===== config.mk =====
export PLATFORM = sky130hd
export DESIGN_NAME = button_pulse_generator
export DESIGN_NICKNAME = d
export VERILOG_FILES = /design/src/rtl/btn_pkg.sv /design/src/rtl/btn_synchronizer.sv /design/src/rtl/button_pulse_generator.sv
export SDC_FILE = /design/constraint.sdc
export NUM_CORES = 1
export LEC_CHECK = 0
export BUFFER_PORTS_ARGS = -buffer_cell sky130_fd_sc_hd__buf_2
export CORE_ASPECT_RATIO = 0.6
export CORE_MARGIN = 10
export CORE_UTILIZATION = 45
export DETAILED_ROUTE_END_ITERATION = 7
export HOLD_SLACK_MARGIN = 0.1
export PLACE_DENSITY = 0.65
export SLEW_MARGIN = 20
export SYNTH_ARGS = -nofsm -noshare
export SYNTH_HDL_FRONTEND = slang
export SYNTH_SLANG_ARGS = --single-unit

===== constraint.sdc =====
create_clock -name clk -period 2.3 [get_ports clk]
set_input_delay 0.23 -clock clk [delete_from_list [all_inputs] [get_ports clk]]
set_output_delay 0.23 -clock clk [all_outputs]
set_load 0.01 [all_outputs]

===== src/rtl/btn_pkg.sv =====
// Shared types and helpers for the push-button front end.
// The optional auto-repeat feature is selected by the BTN_AUTO_REPEAT_EN macro.
package btn_pkg;

  typedef enum logic [1:0] {
    IDLE,
    PRESS_WAIT,
    PRESSED,
    RELEASE_WAIT
  } btn_state_t;

  // Counter width large enough to hold the largest terminal count minus one.
  function automatic int cnt_width(input int a, input int b, input int c);
    int m;
    m = a;
    if (b > m) m = b;
    if (c > m) m = c;
    return $clog2(m);
  endfunction

endpackage


===== src/rtl/btn_synchronizer.sv =====
// Multi-flop synchronizer for a single asynchronous input.
// Flops reset to RESET_VAL so the output starts at a known idle level.
module btn_synchronizer #(
  parameter int   STAGES    = 2,
  parameter logic RESET_VAL = 1'b0
) (
  input  logic clk,
  input  logic rst_n,
  input  logic d,
  output logic q
);

  logic [STAGES-1:0] sync;

  // Shift the raw input through the synchronizer chain.
  always_ff @(posedge clk or negedge rst_n) begin
    if (!rst_n) begin
      sync <= {STAGES{RESET_VAL}};
    end else begin
      sync <= {sync[STAGES-2:0], d};
    end
  end

  assign q = sync[STAGES-1];

endmodule


===== src/rtl/button_pulse_generator.sv =====
// Debounces a raw push button into a clean level and a one-cycle pulse per press.
// Define BTN_AUTO_REPEAT_EN to add timed auto-repeat pulses while the button is held.
module button_pulse_generator
  import btn_pkg::*;
#(
  parameter int SYNC_STAGES     = 2,
  parameter int DEBOUNCE_CYCLES = 1000000,
  parameter int BTN_ACTIVE_LOW  = 0,
  parameter int REPEAT_DELAY    = 50000000,
  parameter int REPEAT_PERIOD   = 20000000
) (
  input  logic clk,
  input  logic rst_n,
  input  logic btn_in,
  output logic btn_level,
  output logic pulse
);

  localparam int   CNT_W        = cnt_width(DEBOUNCE_CYCLES, REPEAT_DELAY, REPEAT_PERIOD);
  localparam logic RELEASED_RAW = (BTN_ACTIVE_LOW != 0);
  localparam logic [CNT_W-1:0] DB_LAST = CNT_W'(DEBOUNCE_CYCLES - 1);
`ifdef BTN_AUTO_REPEAT_EN
  localparam logic [CNT_W-1:0] RPT_DLY_LAST = CNT_W'(REPEAT_DELAY - 1);
  localparam logic [CNT_W-1:0] RPT_PER_LAST = CNT_W'(REPEAT_PERIOD - 1);
`endif

  logic             btn_sync;
  logic             btn_s;
  btn_state_t       state;
  logic [CNT_W-1:0] cnt;
`ifdef BTN_AUTO_REPEAT_EN
  logic             rpt_armed;
`endif

  btn_synchronizer #(
    .STAGES   (SYNC_STAGES),
    .RESET_VAL(RELEASED_RAW)
  ) u_sync (
    .clk  (clk),
    .rst_n(rst_n),
    .d    (btn_in),
    .q    (btn_sync)
  );

  // Normalize polarity so 1 always means pressed.
  assign btn_s = btn_sync ^ RELEASED_RAW;

  // Debounce FSM with stability counter; level and pulse are registered.
  always_ff @(posedge clk or negedge rst_n) begin
    if (!rst_n) begin
      state     <= IDLE;
      cnt       <= '0;
      btn_level <= 1'b0;
      pulse     <= 1'b0;
`ifdef BTN_AUTO_REPEAT_EN
      rpt_armed <= 1'b0;
`endif
    end else begin
      pulse <= 1'b0;
      case (state)
        IDLE: begin
          btn_level <= 1'b0;
          cnt       <= '0;
          if (btn_s) state <= PRESS_WAIT;
        end
        PRESS_WAIT: begin
          if (!btn_s) begin
            state <= IDLE;
            cnt   <= '0;
          end else if (cnt == DB_LAST) begin
            state     <= PRESSED;
            cnt       <= '0;
            pulse     <= 1'b1;
            btn_level <= 1'b1;
`ifdef BTN_AUTO_REPEAT_EN
            rpt_armed <= 1'b0;
`endif
          end else begin
            cnt <= cnt + CNT_W'(1);
          end
        end
        PRESSED: begin
          btn_level <= 1'b1;
          if (!btn_s) begin
            state <= RELEASE_WAIT;
            cnt   <= '0;
          end else begin
`ifdef BTN_AUTO_REPEAT_EN
            // Hold timer: first repeat after the delay, then every period.
            if (!rpt_armed && cnt == RPT_DLY_LAST) begin
              pulse     <= 1'b1;
              cnt       <= '0;
              rpt_armed <= 1'b1;
            end else if (rpt_armed && cnt == RPT_PER_LAST) begin
              pulse <= 1'b1;
              cnt   <= '0;
            end else begin
              cnt <= cnt + CNT_W'(1);
            end
`else
            cnt <= '0;
`endif
          end
        end
        RELEASE_WAIT: begin
          btn_level <= 1'b1;
          if (btn_s) begin
            state <= PRESSED;
            cnt   <= '0;
`ifdef BTN_AUTO_REPEAT_EN
            rpt_armed <= 1'b0;
`endif
          end else if (cnt == DB_LAST) begin
            state     <= IDLE;
            cnt       <= '0;
            btn_level <= 1'b0;
          end else begin
            cnt <= cnt + CNT_W'(1);
          end
        end
        default: begin
          state <= IDLE;
          cnt   <= '0;
        end
      endcase
    end
  end

endmodule


==> impl_table.tex, run 1 <==
\begin{tabular}{lr}
\hline
Metric & Value \\
\hline
\multicolumn{2}{l}{\textbf{Run status}} \\
Outcome & completed \\
\multicolumn{2}{l}{\textbf{Placement}} \\
GPL Wtd Cong & 0.803 \\
Estimated wirelength of the detail-placed design & 2410 um \\
Number of I/O port buffers & 4 \\
Pre-CTS setup slack & 0.217 ns \\
\multicolumn{2}{l}{\textbf{Worst setup path}} \\
Critical Setup Path Class & flip-flop to flip-flop \\
End of the worst register-to-register path & cnt[25] \\
Required time worst endpoint & $\sim$2.5 ns \\
Highest fanout seen on the critical path & 26 \\
Register-to-register setup slack & 0.23 ns \\
Family of cells with the greatest summed delay on the critical path & simple AND/OR/NAND/NOR gates \\
Buffers and inverters on the worst path & 0 \\
FF-to-FF path depth & 6 \\
Slowest CP cell & sky130\_fd\_sc\_hd\_\_a21o\_2 \\
Worst path depth & 6 \\
Highest cell delay on the worst timing path & 0.45 ns \\
Data arrival time of the critical path & around 2.2 ns \\
Critical path endpoint category & flip-flop \\
CP startpoint & cnt[0] \\
Worst setup path endpoint & cnt[25] \\
Launching point of the worst reg2reg path & cnt[0] \\
Cell breakdown of the critical path & ha\_1 > and3\_1 > nand3\_1 > nor3\_4 > a21o\_2 > nor2\_1 \\
Worst setup SP type & flip-flop \\
\multicolumn{2}{l}{\textbf{Cells and area}} \\
Number of antenna cells inserted & 0 \\
Post-synthesis to final-layout area growth & 7.36\% \\
Area occupied by multi-input gates & around 790 um2 \\
Number of nets in the final layout & between 150 and 200 \\
Combined flip-flop and latch cell area & about 800 um2 \\
Fraction of layout instances using a drive strength above 1 & 0.0872 \\
Total of fill cells in the finished design & between 300 and 400 \\
\multicolumn{2}{l}{\textbf{STA}} \\
Rel. slew slack & 0.535 \\
Clock skew after layout & between 0.005 and 0.006 ns \\
Highest clock rate & $\sim$0.48 GHz \\
Count of pins over their slew limit & 0 \\
Final critical-path setup slack & 0.229 ns \\
RSZ-0062 raised after global routing & false \\
Period Utilization, post-route & 0.900 \\
Final Hold Vio Count & 0 \\
Min Hold Slack & 0.352 ns \\
Final critical-path required period & 2.07 ns \\
Setup-violating endpoint count in the final report & 0 \\
Transition time at the pin with the least slew margin & 0.698 ns \\
Setup TNS & 0 ns \\
\multicolumn{2}{l}{\textbf{Power}} \\
Pleak & 0.744 nW \\
Power Density & 785 mW/mm2 \\
IR Drop Worst-Case VDD & about 0.00048 V \\
\multicolumn{2}{l}{\textbf{Clock tree}} \\
Cts repair resizes & 0 \\
CTS Root Buffer Type & sky130\_fd\_sc\_hd\_\_clkbuf\_8 \\
Clock insertion delay at the later pin of the skew report & 0.28 ns \\
Clock-pin transition on the worst setup and hold timing paths & 0.06 ns \\
Cts bufs inserted & 5 \\
Maximum buffer depth of the clock tree & 2 \\
CTS tree & done \\
Maximum level of the CTS H-tree & 2 \\
Clk sink count & 32 \\
\multicolumn{2}{l}{\textbf{Global route}} \\
Antenna violations before repair & 0 \\
Wire length of the first global-routing pass & 5860 um \\
GR peak layer & met2 \\
GRT overflow & 0 \\
Met1 demand-to-capacity share in global routing & 0.145 \\
GR Layer Usage met3 & 0.0367 \\
Met2 routing resource usage after global routing & 0.162 \\
Number of global-route vias before repair & 1204 \\
Largest net degree at the start of global routing & 33 \\
Overall Global Routing Usage & 0.112 \\
\multicolumn{2}{l}{\textbf{Die}} \\
Overall die height & approximately 67 um \\
Initial Util & 0.461 \\
I/O pin count & 5 \\
Placement row count & 17 \\
Core area & 0.00362 mm2 \\
Total Die Area & 0.00662 mm2 \\
Die boundary width & approximately 99 um \\
\multicolumn{2}{l}{\textbf{Synth}} \\
Async set-reset flop share out of synthesis & 1.00 \\
Most used standard cell by instance count after synthesis & sky130\_fd\_sc\_hd\_\_nor2\_1 \\
Leading area contributor after synthesis & sky130\_fd\_sc\_hd\_\_dfrtp\_1 \\
Count of yosys warnings during synthesis & 0 \\
Sequential-to-total area share from yosys stat & 0.480 \\
Number of distinct standard cells referenced by the synthesized netlist & 29 \\
Top area cells in the synthesized netlist & sky130\_fd\_sc\_hd\_\_dfrtp\_1 48\%, sky130\_fd\_sc\_hd\_\_xnor2\_1 8.9\%, sky130\_fd\_sc\_hd\_\_nor2\_1 7.9\%, sky130\_fd\_sc\_hd\_\_ha\_1 4.5\%, sky130\_fd\_sc\_hd\_\_xor2\_1 3.7\% \\
Netlist Area Pre-Place & between 0.0015 and 0.002 mm2 \\
EDFF count, synth & 0 \\
Most frequent cells after synthesis & 35 x sky130\_fd\_sc\_hd\_\_nor2\_1, 32 x sky130\_fd\_sc\_hd\_\_dfrtp\_1, 17 x sky130\_fd\_sc\_hd\_\_xnor2\_1, 9 x sky130\_fd\_sc\_hd\_\_nand2\_1, 9 x sky130\_fd\_sc\_hd\_\_nand3\_1 \\
Synthesized netlist cell count & 165 \\
Post-Synthesis Mean Instance Area & 10.1 um2 \\
Most used flip-flop cell after synthesis & sky130\_fd\_sc\_hd\_\_dfrtp\_1 \\
Post-synth top area share & 0.480 \\
Net count after synthesis & about 170 \\
Register bit total from synthesis & 32 \\
\multicolumn{2}{l}{\textbf{Route}} \\
Vias per inst & 5.38 \\
Routed Wire Length & 3320 um \\
DRC & 0 \\
Residual antenna-violating net count after detailed routing & 0 \\
Length of the first detailed-routing pass in iterations & 4 \\
Initial DRC Count & 66 \\
Via count & roughly 1200 \\
Post-detailed-route wirelength per cell & $\sim$15 um \\
\multicolumn{2}{l}{\textbf{Hold path}} \\
Path category of the worst min-delay check & flip-flop to flip-flop \\
\multicolumn{2}{l}{\textbf{Job}} \\
Number of violations of the max-capacitance limit & 0 \\
\hline
\end{tabular}
## worst register-to-register path, cell delays in order (launching register included)
cell,delay (ns)
sky130_fd_sc_hd__dfrtp_1,0.39
sky130_fd_sc_hd__ha_1,0.20
sky130_fd_sc_hd__and3_1,0.26
sky130_fd_sc_hd__nand3_1,0.24
sky130_fd_sc_hd__nor3_4,0.29
sky130_fd_sc_hd__a21o_2,0.45
sky130_fd_sc_hd__nor2_1,0.12
## sequential cells by signal, indices dropped and copies added, names as in the netlist, named ones only
register,cells
cnt,26
u_sync.sync,2
btn_level,1
pulse,1
state,1
## stage by stage
stage / util / cells / cell area, um2 / power (mW)
floorplan: - / 165 / 1670 / 0.968
global placement: 0.470 / 212 / 1700 / 0.998
detailed placement: 0.470 / 212 / 1700 / 1.02
CTS: 0.495 / 219 / 1790 / 1.42
global route: 0.495 / 219 / 1790 / 1.50
finish: 0.495 / 219 / 1790 / 1.40
## kinds of logic after synthesis
| kind of cell | Yosys count | synth area share |
|---|---|---|
| XOR/XNOR | 24 | 0.126 |
| adder cells (fa/ha/maj) | 6 | 0.0450 |
| multiplexers | 1 | 0.00601 |
| AO/OA/AOI/OAI | 8 | 0.0420 |
| flip-flops | 32 | 0.480 |
| AND/OR/NAND/NOR | 83 | 0.258 |
| buffers and inverters | 11 | 0.0428 |
## cells in the final DEF (no fill, tap or decap), types with 2 or more instances in the layout
cell type / count
sky130_fd_sc_hd__nor2_1: 35
sky130_fd_sc_hd__dfrtp_1: 32
sky130_fd_sc_hd__xnor2_1: 17
sky130_fd_sc_hd__nand2_1: 9
sky130_fd_sc_hd__nand3_1: 9
sky130_fd_sc_hd__xor2_1: 7
sky130_fd_sc_hd__inv_1: 7
sky130_fd_sc_hd__nor3_1: 6
sky130_fd_sc_hd__ha_1: 6
sky130_fd_sc_hd__clkbuf_8: 5
sky130_fd_sc_hd__nor4_1: 4
sky130_fd_sc_hd__nand4_1: 4
sky130_fd_sc_hd__and4_1: 4
sky130_fd_sc_hd__buf_2: 4
sky130_fd_sc_hd__and3_1: 3
sky130_fd_sc_hd__and2_1: 2
sky130_fd_sc_hd__and3_2: 2
sky130_fd_sc_hd__o31ai_1: 2
sky130_fd_sc_hd__dlygate4sd3_1: 2
## power by group
part,total [mW],internal (mW),switching (mW)
registers,0.651,0.606,0.0446
clock network,0.386,0.195,0.191
logic,0.367,0.138,0.230
## area by class of cell
| cell class | instances | share of cell area |
|---|---|---|
| multi-input cells | 122 | 0.444 |
| repair buffers | 6 | 0.0224 |
| flip-flops and latches | 32 | 0.448 |
| inverters | 7 | 0.0147 |
| clock buffers | 5 | 0.0385 |
| well taps | 47 | 0.0329 |
## metal layers
| metal | part of all wire | routed length [um] |
|---|---|---|
| met1 | 0.52 | 1740 |
| met2 | 0.42 | 1400 |
| met3 | 0.041 | 136 |
| met4 | 0.015 | 51 |
| met5 | 0 | 0 |
## timing repair
item,CTS,global route
hold buffers,2,0
setup buffers,0,0
hold endpoints to repair,33,0
## worst min path at each step
stage | startpoint | endpoint | slack (ns) | depth (start not counted)
floorplan | rst_n | async pin | -0.07 | 0
global placement | rst_n | cnt[20] | 0.30 | 1
detailed placement | rst_n | cnt[23] | 0.33 | 1
CTS | u_sync.sync[0] | u_sync.sync[1] | 0.35 | 0
global route | u_sync.sync[0] | u_sync.sync[1] | 0.37 | 0
finish | u_sync.sync[0] | u_sync.sync[1] | 0.35 | 0
Note: power is estimated with default switching activity, not from simulation.
==> inputs of run 2 (changes only) <==
--- a/config.mk
+++ b/config.mk
@@ -5,7 +5,7 @@
 export SDC_FILE = /design/constraint.sdc
 export NUM_CORES = 1
 export LEC_CHECK = 0
-export BUFFER_PORTS_ARGS = -buffer_cell sky130_fd_sc_hd__buf_2
+export BUFFER_PORTS_ARGS = -buffer_cell sky130_fd_sc_hd__clkbuf_2
 export CORE_ASPECT_RATIO = 0.6
 export CORE_MARGIN = 10
 export CORE_UTILIZATION = 45
==> run 2 against run 1 <==
  * Clock skew is 0.0021 ns lower
  * Register-to-register slack worse by 0.07 ns
  * Utilization is 1.6 points higher
  * Total power is 14% higher
  * Largest cell class unchanged
==> impl_table.tex, run 2 (synthesis results as in run 1) <==
\begin{tabular}{lr}
\hline
Metric & Value \\
\hline
\multicolumn{2}{l}{\textbf{Clock tree}} \\
Hold buffers post-CTS & 2 \\
\# Post-CTS Setup Buffers & 0 \\
Clock insertion delay at the later pin of the skew report & $\sim$0.28 ns \\
CTS tree & done \\
Maximum level of the CTS H-tree & 2 \\
Clock-pin transition on the worst setup and hold timing paths & 0.07 ns \\
Clk sink count & 32 \\
Cts bufs inserted & 5 \\
Maximum buffer depth of the clock tree & 2 \\
Cts repair resizes & 0 \\
CTS Root Buffer Type & sky130\_fd\_sc\_hd\_\_clkbuf\_8 \\
\multicolumn{2}{l}{\textbf{STA}} \\
Rel. slew slack & 0.481 \\
Setup TNS & 0 ns \\
Count of pins over their slew limit & 0 \\
Final critical-path setup slack & between 0.15 and 0.2 ns \\
RSZ-0062 raised after global routing & false \\
Setup-violating endpoint count in the final report & 0 \\
Final Hold Vio Count & 0 \\
Final critical-path required period & 2.14 ns \\
Transition time at the pin with the least slew margin & 0.779 ns \\
Period Utilization, post-route & 0.931 \\
Clock skew after layout & 0.00385 ns \\
Min Hold Slack & 0.352 ns \\
Highest clock rate & about 0.47 GHz \\
\multicolumn{2}{l}{\textbf{Power}} \\
Power Density & 864 mW/mm2 \\
IR Drop Worst-Case VDD & around 0.00042 V \\
Pleak & slightly below 0.8 nW \\
\multicolumn{2}{l}{\textbf{Die}} \\
Core area & 0.00362 mm2 \\
Die boundary width & between 90 and 100 um \\
I/O pin count & 5 \\
Placement row count & 17 \\
Overall die height & 67.1 um \\
Total Die Area & 0.00662 mm2 \\
Initial Util & 0.461 \\
\multicolumn{2}{l}{\textbf{Worst setup path}} \\
Data arrival time of the critical path & 2.29 ns \\
Critical path endpoint category & flip-flop \\
Slowest CP cell & sky130\_fd\_sc\_hd\_\_a21o\_2 \\
Worst setup SP type & flip-flop \\
Family of cells with the greatest summed delay on the critical path & simple AND/OR/NAND/NOR gates \\
Critical Setup Path Class & flip-flop to flip-flop \\
Required time worst endpoint & $\sim$2.5 ns \\
Buffers and inverters on the worst path & 0 \\
Highest fanout seen on the critical path & 26 \\
Highest cell delay on the worst timing path & 0.44 ns \\
Cell breakdown of the critical path & nor4b\_1 > nand4\_1 > nor3\_4 > a21o\_2 > nor2\_1 \\
\multicolumn{2}{l}{\textbf{Route}} \\
Vias per inst & 5.27 \\
Via count & around 1200 \\
Residual antenna-violating net count after detailed routing & 0 \\
Length of the first detailed-routing pass in iterations & 4 \\
Routed Wire Length & around 3200 um \\
Post-detailed-route wirelength per cell & $\sim$14 um \\
Initial DRC Count & 162 \\
DRC & 0 \\
\multicolumn{2}{l}{\textbf{Cells and area}} \\
Number of antenna cells inserted & 0 \\
Largest registers ranked by flip-flop count & cnt: 26 flops, u\_sync.sync: 2 flops \\
Largest register FFs & 26 \\
Post-synthesis to final-layout area growth & 10.8\% \\
Leading cell types in the layout, fill and taps excluded & 35 x sky130\_fd\_sc\_hd\_\_nor2\_1, 32 x sky130\_fd\_sc\_hd\_\_dfrtp\_1, 17 x sky130\_fd\_sc\_hd\_\_xnor2\_1, 9 x sky130\_fd\_sc\_hd\_\_nand2\_1, 9 x sky130\_fd\_sc\_hd\_\_nand3\_1 \\
Fraction of layout instances using a drive strength above 1 & 0.103 \\
Total of fill cells in the finished design & 328 \\
Number of nets in the final layout & between 150 and 200 \\
Largest register by flop count & cnt \\
Final core utilization & 0.511 \\
Commonest non-fill, non-tap cell in the layout & sky130\_fd\_sc\_hd\_\_nor2\_1 \\
\multicolumn{2}{l}{\textbf{Global route}} \\
Number of global-route vias before repair & about 1100 \\
Overall Global Routing Usage & 0.106 \\
Antenna violations before repair & 0 \\
Wire length of the first global-routing pass & 5510 um \\
Largest net degree at the start of global routing & 33 \\
GRT overflow & 0 \\
\multicolumn{2}{l}{\textbf{Placement}} \\
Estimated wirelength of the detail-placed design & 2310 um \\
Pre-CTS setup slack & around 0.22 ns \\
Number of I/O port buffers & 4 \\
GPL Wtd Cong & a little over 0.8 \\
\multicolumn{2}{l}{\textbf{Job}} \\
Number of violations of the max-capacitance limit & 0 \\
\multicolumn{2}{l}{\textbf{Run status}} \\
Outcome & completed \\
\multicolumn{2}{l}{\textbf{Hold path}} \\
Path category of the worst min-delay check & flip-flop to flip-flop \\
\hline
\end{tabular}
-- run 2: final timing paths --
kind	start	to	slack [ns]	cells past startpoint
setup / recovery	cnt[15]	cnt[8]	0.16	5
hold / removal	u_sync.sync[0]	u_sync.sync[1]	0.35	0
setup reg to reg	cnt[15]	cnt[8]	0.16	5
hold reg to reg	u_sync.sync[0]	u_sync.sync[1]	0.35	0
max in group asynchronous	rst_n	cnt[3]	1.25	2
min in group asynchronous	rst_n	cnt[21]	0.55	2
-- run 2: area by class of cell --
class | count | area [um2] | share of cell area
multi-input combinational | 122 | 795 | 0.430
sequential | 32 | 801 | 0.434
tap | 47 | 58.8 | 0.0318
clock buffer | 7 | 96.3 | 0.0522
inverter | 7 | 26.3 | 0.0142
clock inverter | 1 | 30.0 | 0.0163
timing repair buffer | 6 | 40.0 | 0.0217
-- run 2: routing by layer --
layer  wire [um]  share of wire  vias up  global-route usage
met2        1350           0.42       20               0.147
met5           0              0        -                   0
li1            -              -      579                   -
met3         173          0.054        4              0.0377
met1        1630           0.51      567               0.144
met4          39          0.012        0              0.0534
-- run 2: power by group --
part           switching, mW  leakage [nW]  internal (mW)  total [mW]
Combinational          0.225         0.272          0.136       0.361
Clock                  0.203        0.0645          0.382       0.585
Sequential            0.0425         0.435          0.606       0.649
Total                  0.471         0.772           1.12        1.60
-- run 2: worst register-to-register path, cell delays in order (launching register included) --
cell	delay, ns
sky130_fd_sc_hd__dfrtp_1	0.41
sky130_fd_sc_hd__nor4b_1	0.42
sky130_fd_sc_hd__nand4_1	0.30
sky130_fd_sc_hd__nor3_4	0.32
sky130_fd_sc_hd__a21o_2	0.44
sky130_fd_sc_hd__nor2_1	0.12
-- run 2: through the flow --
step / cells / area [um2] / total power, mW
after floorplan: 165 / 1670 / 0.968
after global placement: 212 / 1700 / 0.995
after detailed placement: 212 / 1700 / 1.02
after CTS: 222 / 1850 / 1.61
after global routing: 222 / 1850 / 1.70
final: 222 / 1850 / 1.60
